<file path="src/rtl/uart16550_regs.sv">
`default_nettype none
// ============================================================================
//  Module   : uart16550_regs
//  Purpose  : 16550-style UART with single-entry holding registers. Contains
//             the register file, baud generator, transmitter, receiver,
//             modem status and interrupt identification.
//  Ports    : clk, wb_rst_i (async, active-high)
//             wb_addr_i/wb_dat_i/wb_we_i/wb_re_i : 8-bit register port
//             wb_dat_o : registered read data
//             modem_inputs {cts,dsr,ri,dcd}, srx_pad_i : serial side inputs
//             stx_pad_o, rts_pad_o, dtr_pad_o, int_o : serial side outputs
//  Revision : 1.0 - initial release
// ============================================================================
module uart16550_regs (
    input  logic       clk,
    input  logic       wb_rst_i,
    input  logic [2:0] wb_addr_i,
    input  logic [7:0] wb_dat_i,
    output logic [7:0] wb_dat_o,
    input  logic       wb_we_i,
    input  logic       wb_re_i,
    input  logic [3:0] modem_inputs,
    output logic       stx_pad_o,
    input  logic       srx_pad_i,
    output logic       rts_pad_o,
    output logic       dtr_pad_o,
    output logic       int_o
);

    typedef enum logic [2:0] {
        TX_IDLE  = 3'd0,
        TX_START = 3'd1,
        TX_DATA  = 3'd2,
        TX_PAR   = 3'd3,
        TX_STOP  = 3'd4
    } tx_state_t;

    typedef enum logic [2:0] {
        RX_IDLE  = 3'd0,
        RX_START = 3'd1,
        RX_DATA  = 3'd2,
        RX_PAR   = 3'd3,
        RX_STOP  = 3'd4
    } rx_state_t;

    localparam logic [3:0] c_IID_NONE = 4'b0001;
    localparam logic [3:0] c_IID_LS   = 4'b0110;
    localparam logic [3:0] c_IID_RX   = 4'b0100;
    localparam logic [3:0] c_IID_THR  = 4'b0010;
    localparam logic [3:0] c_IID_MS   = 4'b0000;

    // Register file
    logic [7:0] r_lcr, r_scr, r_dll, r_dlm, r_thr, r_rbr;
    logic [3:0] r_ier;
    logic [4:0] r_mcr;
    // Line / interrupt status
    logic       r_dr, r_oe, r_pe, r_fe, r_bi, r_thre, r_thre_d, r_thri, r_int;
    // Modem status: deltas {dDCD,TERI,dDSR,dCTS}, levels {DCD,RI,DSR,CTS}
    logic [3:0] r_msr_d, r_modem_prev, r_modem_m, r_modem_s;
    logic       r_rx_m, r_rx_s, r_rx_prev;
    logic [15:0] r_baud_cnt;
    // Transmitter
    tx_state_t  r_tx_state;
    logic [3:0] r_tx_tcnt;
    logic [2:0] r_tx_bcnt;
    logic [7:0] r_tx_shift;
    logic       r_tx_par, r_tx_line, r_tx_stop2;
    // Receiver
    rx_state_t  r_rx_state;
    logic [3:0] r_rx_tcnt;
    logic [2:0] r_rx_bcnt;
    logic [7:0] r_rx_shift;
    logic       r_rx_par, r_rx_pe, r_rx_zero;

    logic        w_dlab, w_loop;
    logic        w_wr_thr, w_wr_dll, w_wr_dlm, w_wr_ier, w_wr_fcr;
    logic        w_rd_rbr, w_rd_iir, w_rd_lsr, w_rd_msr;
    logic [15:0] w_divisor;
    logic        w_tick, w_tx_load, w_tx_par, w_temt, w_tx_int, w_rx_line;
    logic        w_rx_exp_par, w_rx_done;
    logic [2:0]  w_last_idx;
    logic [7:0]  w_mask, w_lsr, w_msr, w_iir, w_rd_data;
    logic [3:0]  w_modem_eff, w_modem_evt, w_iid;

    assign w_dlab   = r_lcr[7];
    assign w_loop   = r_mcr[4];
    assign w_wr_thr = wb_we_i && (wb_addr_i == 3'd0) && !w_dlab;
    assign w_wr_dll = wb_we_i && (wb_addr_i == 3'd0) &&  w_dlab;
    assign w_wr_dlm = wb_we_i && (wb_addr_i == 3'd1) &&  w_dlab;
    assign w_wr_ier = wb_we_i && (wb_addr_i == 3'd1) && !w_dlab;
    assign w_wr_fcr = wb_we_i && (wb_addr_i == 3'd2);
    assign w_rd_rbr = wb_re_i && (wb_addr_i == 3'd0) && !w_dlab;
    assign w_rd_iir = wb_re_i && (wb_addr_i == 3'd2);
    assign w_rd_lsr = wb_re_i && (wb_addr_i == 3'd5);
    assign w_rd_msr = wb_re_i && (wb_addr_i == 3'd6);

    // Word length 5..8 maps to last data-bit index 4..7
    assign w_last_idx = {1'b1, r_lcr[1:0]};
    assign w_mask     = 8'hFF >> (2'd3 - r_lcr[1:0]);

    // Stick parity sends the inverse of the even-select bit
    assign w_tx_par     = r_lcr[5] ? ~r_lcr[4] : (^(r_thr & w_mask)) ^ ~r_lcr[4];
    assign w_rx_exp_par = r_lcr[5] ? ~r_lcr[4] : r_rx_par ^ ~r_lcr[4];

    assign w_divisor = {r_dlm, r_dll};
    assign w_tick    = (w_divisor != 16'd0) && (r_baud_cnt == w_divisor - 16'd1);

    assign w_tx_int  = r_tx_line & ~r_lcr[6];
    assign w_rx_line = w_loop ? w_tx_int : r_rx_s;
    assign w_tx_load = (r_tx_state == TX_IDLE) && !r_thre && w_tick;
    assign w_temt    = r_thre && (r_tx_state == TX_IDLE);
    assign w_rx_done = w_tick && (r_rx_tcnt == 4'd7) && (r_rx_state == RX_STOP);

    // In loopback the modem levels come from {OUT2, OUT1, DTR, RTS}
    assign w_modem_eff = w_loop ? {r_mcr[3], r_mcr[2], r_mcr[0], r_mcr[1]}
                                : {r_modem_s[0], r_modem_s[1], r_modem_s[2], r_modem_s[3]};
    assign w_modem_evt = {w_modem_eff[3] ^ r_modem_prev[3],
                          r_modem_prev[2] & ~w_modem_eff[2],
                          w_modem_eff[1] ^ r_modem_prev[1],
                          w_modem_eff[0] ^ r_modem_prev[0]};

    assign w_lsr = {r_pe | r_fe | r_bi, w_temt, r_thre, r_bi, r_fe, r_pe, r_oe, r_dr};
    assign w_msr = {r_modem_prev, r_msr_d};
    assign w_iir = {4'hC, w_iid};

    always_comb begin
        w_iid = c_IID_NONE;
        if (r_ier[2] && (r_oe || r_pe || r_fe || r_bi)) w_iid = c_IID_LS;
        else if (r_ier[0] && r_dr)                      w_iid = c_IID_RX;
        else if (r_ier[1] && r_thri)                    w_iid = c_IID_THR;
        else if (r_ier[3] && (r_msr_d != 4'd0))         w_iid = c_IID_MS;
    end

    always_comb begin
        w_rd_data = 8'h00;
        case (wb_addr_i)
            3'd0: w_rd_data = w_dlab ? r_dll : r_rbr;
            3'd1: w_rd_data = w_dlab ? r_dlm : {4'h0, r_ier};
            3'd2: w_rd_data = w_iir;
            3'd3: w_rd_data = r_lcr;
            3'd4: w_rd_data = {3'b000, r_mcr};
            3'd5: w_rd_data = w_lsr;
            3'd6: w_rd_data = w_msr;
            default: w_rd_data = r_scr;
        endcase
    end

    assign stx_pad_o = w_loop ? 1'b1 : w_tx_int;
    assign rts_pad_o = ~w_loop & r_mcr[1];
    assign dtr_pad_o = ~w_loop & r_mcr[0];
    assign int_o     = r_int;

    // Register file, read port and baud counter
    always_ff @(posedge clk or posedge wb_rst_i) begin
        if (wb_rst_i) begin
            r_lcr <= 8'h03; r_ier <= 4'h0; r_mcr <= 5'h00; r_scr <= 8'h00;
            r_dll <= 8'h00; r_dlm <= 8'h00; r_thr <= 8'h00;
            wb_dat_o <= 8'h00; r_baud_cnt <= 16'd0;
        end else begin
            if (wb_we_i) begin
                case (wb_addr_i)
                    3'd0: if (w_dlab) r_dll <= wb_dat_i; else r_thr <= wb_dat_i;
                    3'd1: if (w_dlab) r_dlm <= wb_dat_i; else r_ier <= wb_dat_i[3:0];
                    3'd3: r_lcr <= wb_dat_i;
                    3'd4: r_mcr <= wb_dat_i[4:0];
                    3'd7: r_scr <= wb_dat_i;
                    default: ;
                endcase
            end
            if (wb_re_i) wb_dat_o <= w_rd_data;
            if (w_wr_dll || w_wr_dlm || (w_divisor == 16'd0) || w_tick)
                r_baud_cnt <= 16'd0;
            else
                r_baud_cnt <= r_baud_cnt + 16'd1;
        end
    end

    // Status bits: clearing reads are applied first so that a status event
    // in the same cycle overrides them.
    always_ff @(posedge clk or posedge wb_rst_i) begin
        if (wb_rst_i) begin
            r_dr <= 1'b0; r_oe <= 1'b0; r_pe <= 1'b0; r_fe <= 1'b0; r_bi <= 1'b0;
            r_thre <= 1'b1; r_thre_d <= 1'b1; r_thri <= 1'b0; r_int <= 1'b0;
            r_rbr <= 8'h00; r_msr_d <= 4'h0; r_modem_prev <= 4'h0;
        end else begin
            if (w_wr_thr)                         r_thre <= 1'b0;
            else if (w_tx_load || (w_wr_fcr && wb_dat_i[2])) r_thre <= 1'b1;
            r_thre_d <= r_thre;

            if (w_rd_iir && (w_iid == c_IID_THR)) r_thri <= 1'b0;
            if ((r_thre && !r_thre_d) || (w_wr_ier && wb_dat_i[1] && !r_ier[1] && r_thre))
                r_thri <= 1'b1;
            if (w_wr_thr)                         r_thri <= 1'b0;

            if (w_rd_rbr || (w_wr_fcr && wb_dat_i[1])) r_dr <= 1'b0;
            if (w_wr_fcr && wb_dat_i[1])          r_rbr <= 8'h00;
            if (w_rd_lsr) begin
                r_oe <= 1'b0; r_pe <= 1'b0; r_fe <= 1'b0; r_bi <= 1'b0;
            end
            if (w_rx_done) begin
                r_rbr <= r_rx_shift;
                r_dr  <= 1'b1;
                if (r_dr)                     r_oe <= 1'b1;
                if (r_rx_pe)                  r_pe <= 1'b1;
                if (!w_rx_line)               r_fe <= 1'b1;
                if (r_rx_zero && !w_rx_line)  r_bi <= 1'b1;
            end

            r_msr_d      <= (w_rd_msr ? 4'h0 : r_msr_d) | w_modem_evt;
            r_modem_prev <= w_modem_eff;
            r_int        <= ~w_iid[0];
        end
    end

    // Input synchronisers and rx edge history
    always_ff @(posedge clk or posedge wb_rst_i) begin
        if (wb_rst_i) begin
            r_modem_m <= 4'h0; r_modem_s <= 4'h0;
            r_rx_m <= 1'b1; r_rx_s <= 1'b1; r_rx_prev <= 1'b1;
        end else begin
            r_modem_m <= modem_inputs; r_modem_s <= r_modem_m;
            r_rx_m <= srx_pad_i; r_rx_s <= r_rx_m; r_rx_prev <= w_rx_line;
        end
    end

    // Transmitter: each bit is held for 16 baud ticks
    always_ff @(posedge clk or posedge wb_rst_i) begin
        if (wb_rst_i) begin
            r_tx_state <= TX_IDLE; r_tx_tcnt <= 4'd0; r_tx_bcnt <= 3'd0;
            r_tx_shift <= 8'h00; r_tx_par <= 1'b0; r_tx_line <= 1'b1; r_tx_stop2 <= 1'b0;
        end else if (r_tx_state == TX_IDLE) begin
            r_tx_line <= 1'b1;
            if (w_tx_load) begin
                r_tx_shift <= r_thr;
                r_tx_par   <= w_tx_par;
                r_tx_state <= TX_START;
                r_tx_line  <= 1'b0;
                r_tx_tcnt  <= 4'd0;
                r_tx_bcnt  <= 3'd0;
                r_tx_stop2 <= 1'b0;
            end
        end else if (w_tick) begin
            r_tx_tcnt <= r_tx_tcnt + 4'd1;
            if (r_tx_tcnt == 4'd15) begin
                case (r_tx_state)
                    TX_START: begin
                        r_tx_line  <= r_tx_shift[0];
                        r_tx_shift <= r_tx_shift >> 1;
                        r_tx_state <= TX_DATA;
                    end
                    TX_DATA: begin
                        if (r_tx_bcnt == w_last_idx) begin
                            r_tx_line  <= r_lcr[3] ? r_tx_par : 1'b1;
                            r_tx_state <= r_lcr[3] ? TX_PAR : TX_STOP;
                        end else begin
                            r_tx_line  <= r_tx_shift[0];
                            r_tx_shift <= r_tx_shift >> 1;
                            r_tx_bcnt  <= r_tx_bcnt + 3'd1;
                        end
                    end
                    TX_PAR: begin
                        r_tx_line  <= 1'b1;
                        r_tx_state <= TX_STOP;
                    end
                    default: begin
                        if (r_lcr[2] && !r_tx_stop2) r_tx_stop2 <= 1'b1;
                        else                         r_tx_state <= TX_IDLE;
                    end
                endcase
            end
        end
    end

    // Receiver: samples at tick 7 of each 16-tick bit (the 8th tick),
    // advances on tick 15. The stop-bit sample completes the frame early
    // so the next start edge can be caught.
    always_ff @(posedge clk or posedge wb_rst_i) begin
        if (wb_rst_i) begin
            r_rx_state <= RX_IDLE; r_rx_tcnt <= 4'd0; r_rx_bcnt <= 3'd0;
            r_rx_shift <= 8'h00; r_rx_par <= 1'b0; r_rx_pe <= 1'b0; r_rx_zero <= 1'b1;
        end else if (r_rx_state == RX_IDLE) begin
            if (!w_rx_line && r_rx_prev) begin
                r_rx_state <= RX_START;
                r_rx_tcnt  <= 4'd0;
                r_rx_bcnt  <= 3'd0;
                r_rx_shift <= 8'h00;
                r_rx_par   <= 1'b0;
                r_rx_pe    <= 1'b0;
                r_rx_zero  <= 1'b1;
            end
        end else if (w_tick) begin
            r_rx_tcnt <= r_rx_tcnt + 4'd1;
            if (r_rx_tcnt == 4'd7) begin
                case (r_rx_state)
                    RX_START: if (w_rx_line) r_rx_state <= RX_IDLE;
                    RX_DATA: begin
                        r_rx_shift[r_rx_bcnt] <= w_rx_line;
                        r_rx_par <= r_rx_par ^ w_rx_line;
                        if (w_rx_line) r_rx_zero <= 1'b0;
                    end
                    RX_PAR: begin
                        r_rx_pe <= (w_rx_line != w_rx_exp_par);
                        if (w_rx_line) r_rx_zero <= 1'b0;
                    end
                    default: r_rx_state <= RX_IDLE;
                endcase
            end else if (r_rx_tcnt == 4'd15) begin
                case (r_rx_state)
                    RX_START: r_rx_state <= RX_DATA;
                    RX_DATA: begin
                        if (r_rx_bcnt == w_last_idx)
                            r_rx_state <= r_lcr[3] ? RX_PAR : RX_STOP;
                        else
                            r_rx_bcnt <= r_rx_bcnt + 3'd1;
                    end
                    RX_PAR:  r_rx_state <= RX_STOP;
                    default: ;
                endcase
            end
        end
    end

endmodule
`default_nettype wire

</file>
<file path="config.mk">
export PLATFORM = sky130hd
export DESIGN_NAME = uart16550_regs
export DESIGN_NICKNAME = d
export VERILOG_FILES = /design/src/rtl/uart16550_regs.sv
export SDC_FILE = /design/constraint.sdc
export NUM_CORES = 1
export LEC_CHECK = 0
export CORE_UTILIZATION = 25
export CTS_CLUSTER_DIAMETER = 30
export CTS_CLUSTER_SIZE = 10
export DETAILED_ROUTE_END_ITERATION = 10
export GPL_ROUTABILITY_DRIVEN = 0
export GPL_TIMING_DRIVEN = 1
export MAX_ROUTING_LAYER = met4
export PLACE_DENSITY_LB_ADDON = 0.08
export SYNTH_ARGS = -nofsm -noshare
export SYNTH_HDL_FRONTEND = slang
export SYNTH_SLANG_ARGS = --single-unit
</file>
<file path="constraint.sdc">
create_clock -name clk -period 8.7 [get_ports clk]
set_clock_uncertainty 0.2 [all_clocks]
set_input_delay 1.74 -clock clk [delete_from_list [all_inputs] [get_ports clk]]
set_output_delay 1.74 -clock clk [all_outputs]
set_load 0.1 [all_outputs]
</file>
After elaboration in Yosys (flattened, before gate mapping)
Index checks and enable logic that the tools add are counted.
W data, S select, Z words.
{ "classes": {"bitwise": 20, "n_shift": 1, "n_eq_ne": 34, "n_mux": 113, "n_addsub": 7, "n_reduce_logical": 96, "n_lt_le_gt_ge": 2} }
{ "op_table": {"columns": ["op", "count"], "rows": [
  ["$mux W8", 14],
  ["$mux W3", 28],
  ["$pmux W8 S7", 1],
  ["$mux W1", 52],
  ["$mux W4", 9],
  ["$logic_and A1 B1 Y1", 33],
  ["$reduce_bool A2 Y1", 14],
  ["$reduce_and A5 Y1", 5],
  ["$eq A3 B2 Y1 const B", 6],
  ["$pmux W3 S3", 2],
  ["$add A16 B1 Y16 const B", 1],
  ["$eq A16 B16 Y1", 1],
  ["$logic_not A16 Y1", 1],
  ["$mux W16", 1],
  ["$pmux W8 S2", 1],
  ["$reduce_bool A16 Y1", 1],
  ["$sub A16 B1 Y16 const B", 1],
  ["$eq A3 B3 Y1 const B", 5],
  ["$reduce_and A3 Y1", 5],
  ["$reduce_and A2 Y1", 6],
  ["$eq A3 B1 Y1 const B", 3],
  ["$logic_not A3 Y1", 3],
  ["$logic_or A1 B1 Y1", 9],
  ["$ne A3 B3 Y1 const B", 3],
  ["36 further kinds", 68]
]} }
{ "word_totals": {"inputBits": 20, "elab_cells": 313, "ff_bits": 151} }

Longest topological paths before layout
{ "depth": {"ltp_word": 11, "ltp_mapped": 12, "depth_no_buf": 9} }

Least setup slack after synthesis
Ideal clock, no wire load.
{ "synth_timing": {"kind": "register to output", "from": "reg r_mcr[4]", "to": "out dtr_pad_o", "stages_incl_launch_ff": 3, "arrival_time_ns": 1.902, "required_time_ns": 6.760, "path_slack_ns": 4.858, "cell_sequence": "dfrtp_1 > clkbuf_1 > nor2b_1"} }
{ "synth_between": {"elab_chain_len": 2} }
{ "synth_lines": {"columns": ["element", "line_no", "source"], "rows": [
  ["start: declaration", "55", "logic [4:0] r_mcr;"],
  ["start signal: assignment", "165", "3'd4: r_mcr <= wb_dat_i[4:0];"],
  ["$not A1 Y1", "150", "assign dtr_pad_o = ~w_loop & r_mcr[0];"],
  ["$and A1 B1 Y1", "150", null],
  ["end: declaration", "26", "output logic dtr_pad_o,"]
]} }
Every way passes these cells.

Worst setup path in the final report
{ "layout_timing": {"from": "reg r_tx_line", "to": "out stx_pad_o"} }
{ "layout_between": {"elab_chain_len": 2} }
{ "layout_lines": {"columns": ["element", "line_no", "source"], "rows": [
  ["start: declaration", "67", "logic r_tx_par, r_tx_line, r_tx_stop2;"],
  ["start signal: assignment", "247", "r_tx_line <= r_tx_shift[0];"],
  ["start signal: assignment", "253", "r_tx_line <= r_lcr[3] ? r_tx_par : 1'b1;"],
  ["start signal: assignment", "256", "r_tx_line <= r_tx_shift[0];"],
  ["$and A1 B1 Y1", "108", "assign w_tx_int = r_tx_line & ~r_lcr[6];"],
  ["$mux W1", "148", "assign stx_pad_o = w_loop ? 1'b1 : w_tx_int;"],
  ["end: declaration", "23", "output logic stx_pad_o,"]
]} }
Every way passes these cells.

==> run_results.csv <==
group,metric,value,unit
synth,avgSynthCellArea,10.2,µm²
clocking,cts_tree,"built",
final_layout,n_fill_cell,3253,
worst_setup_path,critPathSlowestCell,"clkdlybuf4s50_1",
worst_setup_path,critPathRequiredTime,6.76,ns
global_routing,antenna_found_initial,0,
synth,yosysMostFrequentCell,"dfrtp_1",
clocking,cts_buffers,17,
timing,timing.final.crit_share,50.6,%
synth,netlist_instances,790,
worst_setup_path,crit_chain,"nor2b_1, or2_2, clkdlybuf4s50_1",
synth,synth_area_leaders,"dfrtp_1 44%, mux2_2 10%, nand2_1 4.0%",
placed_design,dp_hpwl,16.8,mm
timing,max_freq,227,MHz
clocking,cts_root_buf,"clkbuf_16",
timing,rsz0062_at_grt,"false",
clocking,clk_pin_slew_worst_paths,0.06,ns
detailed_routing,drc,0,
final_layout,syn_to_final_growth,16.5,%
final_layout,finalNonFillerCells,1219,
worst_setup_path,critical_path_class,"register to output port",
worst_setup_path,critical_path_buf_inv_count,1,
global_routing,grt_pass1_vias,6382,
timing,slew_violations,0,
job,maxCapViolations,0,
placed_design,dp.cells,1187,
worst_setup_path,crit_fanout,2,
synth,netlist-cell-type-count,67,
synth,synth_edf_count,0,
final_layout,antenna_cells,0,
synth,syn_nets,816,
clocking,clk_latency,0.43,ns
worst_setup_path,slowest_delay,1.13,ns
timing,slew-limit-headroom,33.7,%
floorplan,die_h,181,µm
timing,totalNegativeSetupSlack,0,ns
floorplan,die_area,32900,µm²
detailed_routing,wl_per_cell,19.6,µm
worst_setup_path,regToRegSetupSlack,4.52,ns
placed_design,port_buffers,31,
clocking,ctsHoldBuffers,0,
global_routing,grt_first_pass_wirelength,38.3,mm
power,p_leak,0.00379,µW
detailed_routing,drt_pass1_iterations,5,
detailed_routing,num_vias,6083,
final_layout,final_core_util,29.6,%
synth,synthTopCellsByCount,"142 x dfrtp_1, 85 x nand2_1, 72 x mux2_2",
final_layout,fin_nets,830,
worst_setup_path,cp.arrival,2.46,ns
synth,yosysSeqAreaShare,47.1,%
worst_setup_path,critPathTopFamily,"buffers and inverters",
min_path,hp-class,"register to register",
clocking,htreeDepth,4,
timing,min_period,4.40,ns
timing,setup_viol,0,
global_routing,grt_start_max_net_pins,82,
outcome,outcome,"complete, no violations",
global_routing,grt_overflow,0,
clocking,post_cts_buffers,0,
synth,yosysTopAreaCell,"dfrtp_1",
detailed_routing,routed_wl,23.9,mm
final_layout,layout-drive-gt1-share,16.9,%
synth,async_flop_share,100,%
worst_setup_path,worstSetupEndpointType,"output port",
detailed_routing,avgViaCountPerCell,4.99,
floorplan,core,31600,µm²
detailed_routing,drtIter0Drc,427,
synth,ys.flop_type,"dfrtp_1",
synth,yosys_warnings,0,
synth,netlist_area,8040,µm²
timing,hold_viol,0,
timing,layout_setup_ws,4.30,ns
timing,worstMarginPinSlew,0.991,ns
detailed_routing,detail-route-antenna-nets,0,
floorplan,start_util,25.4,%
floorplan,die_w,181,µm
global_routing,grt_usage,15.8,%
timing,hold_slack,0.156,ns
floorplan,ios,32,
power,peakVddDrop,0.144,mV
power,powerDensity,259,nW/µm²
clocking,ctsResizeCount,0,
synth,ys_ff_latch,151,
worst_setup_path,start_kind,"register",
clocking,cts.sinks,151,
floorplan,num_rows,65,
placed_design,pre_cts_slack,4.37,ns
clocking,clock_path_buffers,2,
synth,yosysTopAreaCellShare,44.2,%
==> power breakdown <==
group          switching (µW)  total (µW)  internal, µW
clock network             319         782           462
logic                     371         638           268
registers                 191        1010           816
total                     880        2430          1550
==> logic make-up after synthesis <==
kind of cell	Yosys count	synth area share, %
AOI/OAI and AO/OA	145	12.6
and+or+nand+nor	272	17.2
buffers and inverters	74	3.58
adders and majority gates	6	0.934
muxes	96	13.5
DFF	151	47.1
xor gates and xnor gates	46	5.01
==> sequential cells by signal (all words and copies together) (netlist names), 5 cells and up <==
register	cells
r_baud_cnt	16
r_dll	8
r_dlm	8
r_lcr	8
r_mcr	5
r_rbr	8
r_rx_shift	8
r_scr	8
r_thr	8
r_tx_shift	8
wb_dat_o	8
==> final timing paths <==
path	depth (start not counted)	start	to
setup / recovery	3	r_tx_line$_DFFE_PP1P_	stx_pad_o
hold / removal	0	r_rx_m$_DFF_PP1_	r_rx_s$_DFF_PP1_
setup reg to reg	8	r_dll[4]$_DFFE_PP0P_	r_tx_shift[4]$_DFFE_PP0P_
hold reg to reg	0	r_rx_m$_DFF_PP1_	r_rx_s$_DFF_PP1_
max in group asynchronous	3	wb_rst_i	r_bi$_DFF_PP0_
min in group asynchronous	2	wb_rst_i	r_rx_state[1]$_DFFE_PP0P_
==> metal layers <==
metal | GRT usage [%] | part of all wire (%)
met1 | 20.3 | 47
met2 | 25.1 | 48
met3 | 2.50 | 2.9
met4 | 5.56 | 1.8
met5 | - | 0
==> metrics by stage <==
step / power [µW] / cell area (µm²)
floorplan: 1440 / 8040
global placement: 1660 / 8750
detailed placement: 1660 / 8750
CTS: 2460 / 9360
global route: 2570 / 9360
finish: 2430 / 9360
==> final cells by class <==
type / count / area (µm²) / area share [%]
repair buffers: 40 / 378 / 4.04
well taps: 402 / 503 / 5.37
inverters: 29 / 114 / 1.22
clock buffers: 19 / 443 / 4.73
multi-input cells: 565 / 3970 / 42.4
clock inverters: 13 / 170 / 1.82
flip-flops and latches: 151 / 3790 / 40.5
==> layout by cell type (no fill, tap or decap), types with 4 or more instances in the layout <==
cell type        synthesis  layout
dfrtp_1                142     142
nand2_1                 85      85
mux2_2                  72      72
nor2_1                  50      50
o21ai_0                 46      46
clkdlybuf4s50_1          0      31
xnor2_1                 29      29
nand3_1                 28      28
inv_1                   29      28
mux2i_1                 21      21
xor2_1                  17      17
clkbuf_16                0      17
nor2b_1                 14      14
nand2b_1                13      13
nor3_1                  13      12
nand4_1                 12      12
o21a_1                  11      11
o311ai_0                10      10
nor4_1                  10      10
and3_1                   9       9
a21oi_1                  9       9
o211ai_1                 9       9
buf_4                    0       9
dfstp_2                  9       9
a211oi_1                 8       8
or4_1                    7       7
or3_1                    6       6
nand3b_1                 6       6
o31ai_1                  6       6
ha_1                     6       6
a22o_1                   5       5
a31oi_1                  4       4
a31o_2                   4       4
inv_6                    0       4
Power figures use the tool's default switching activity.
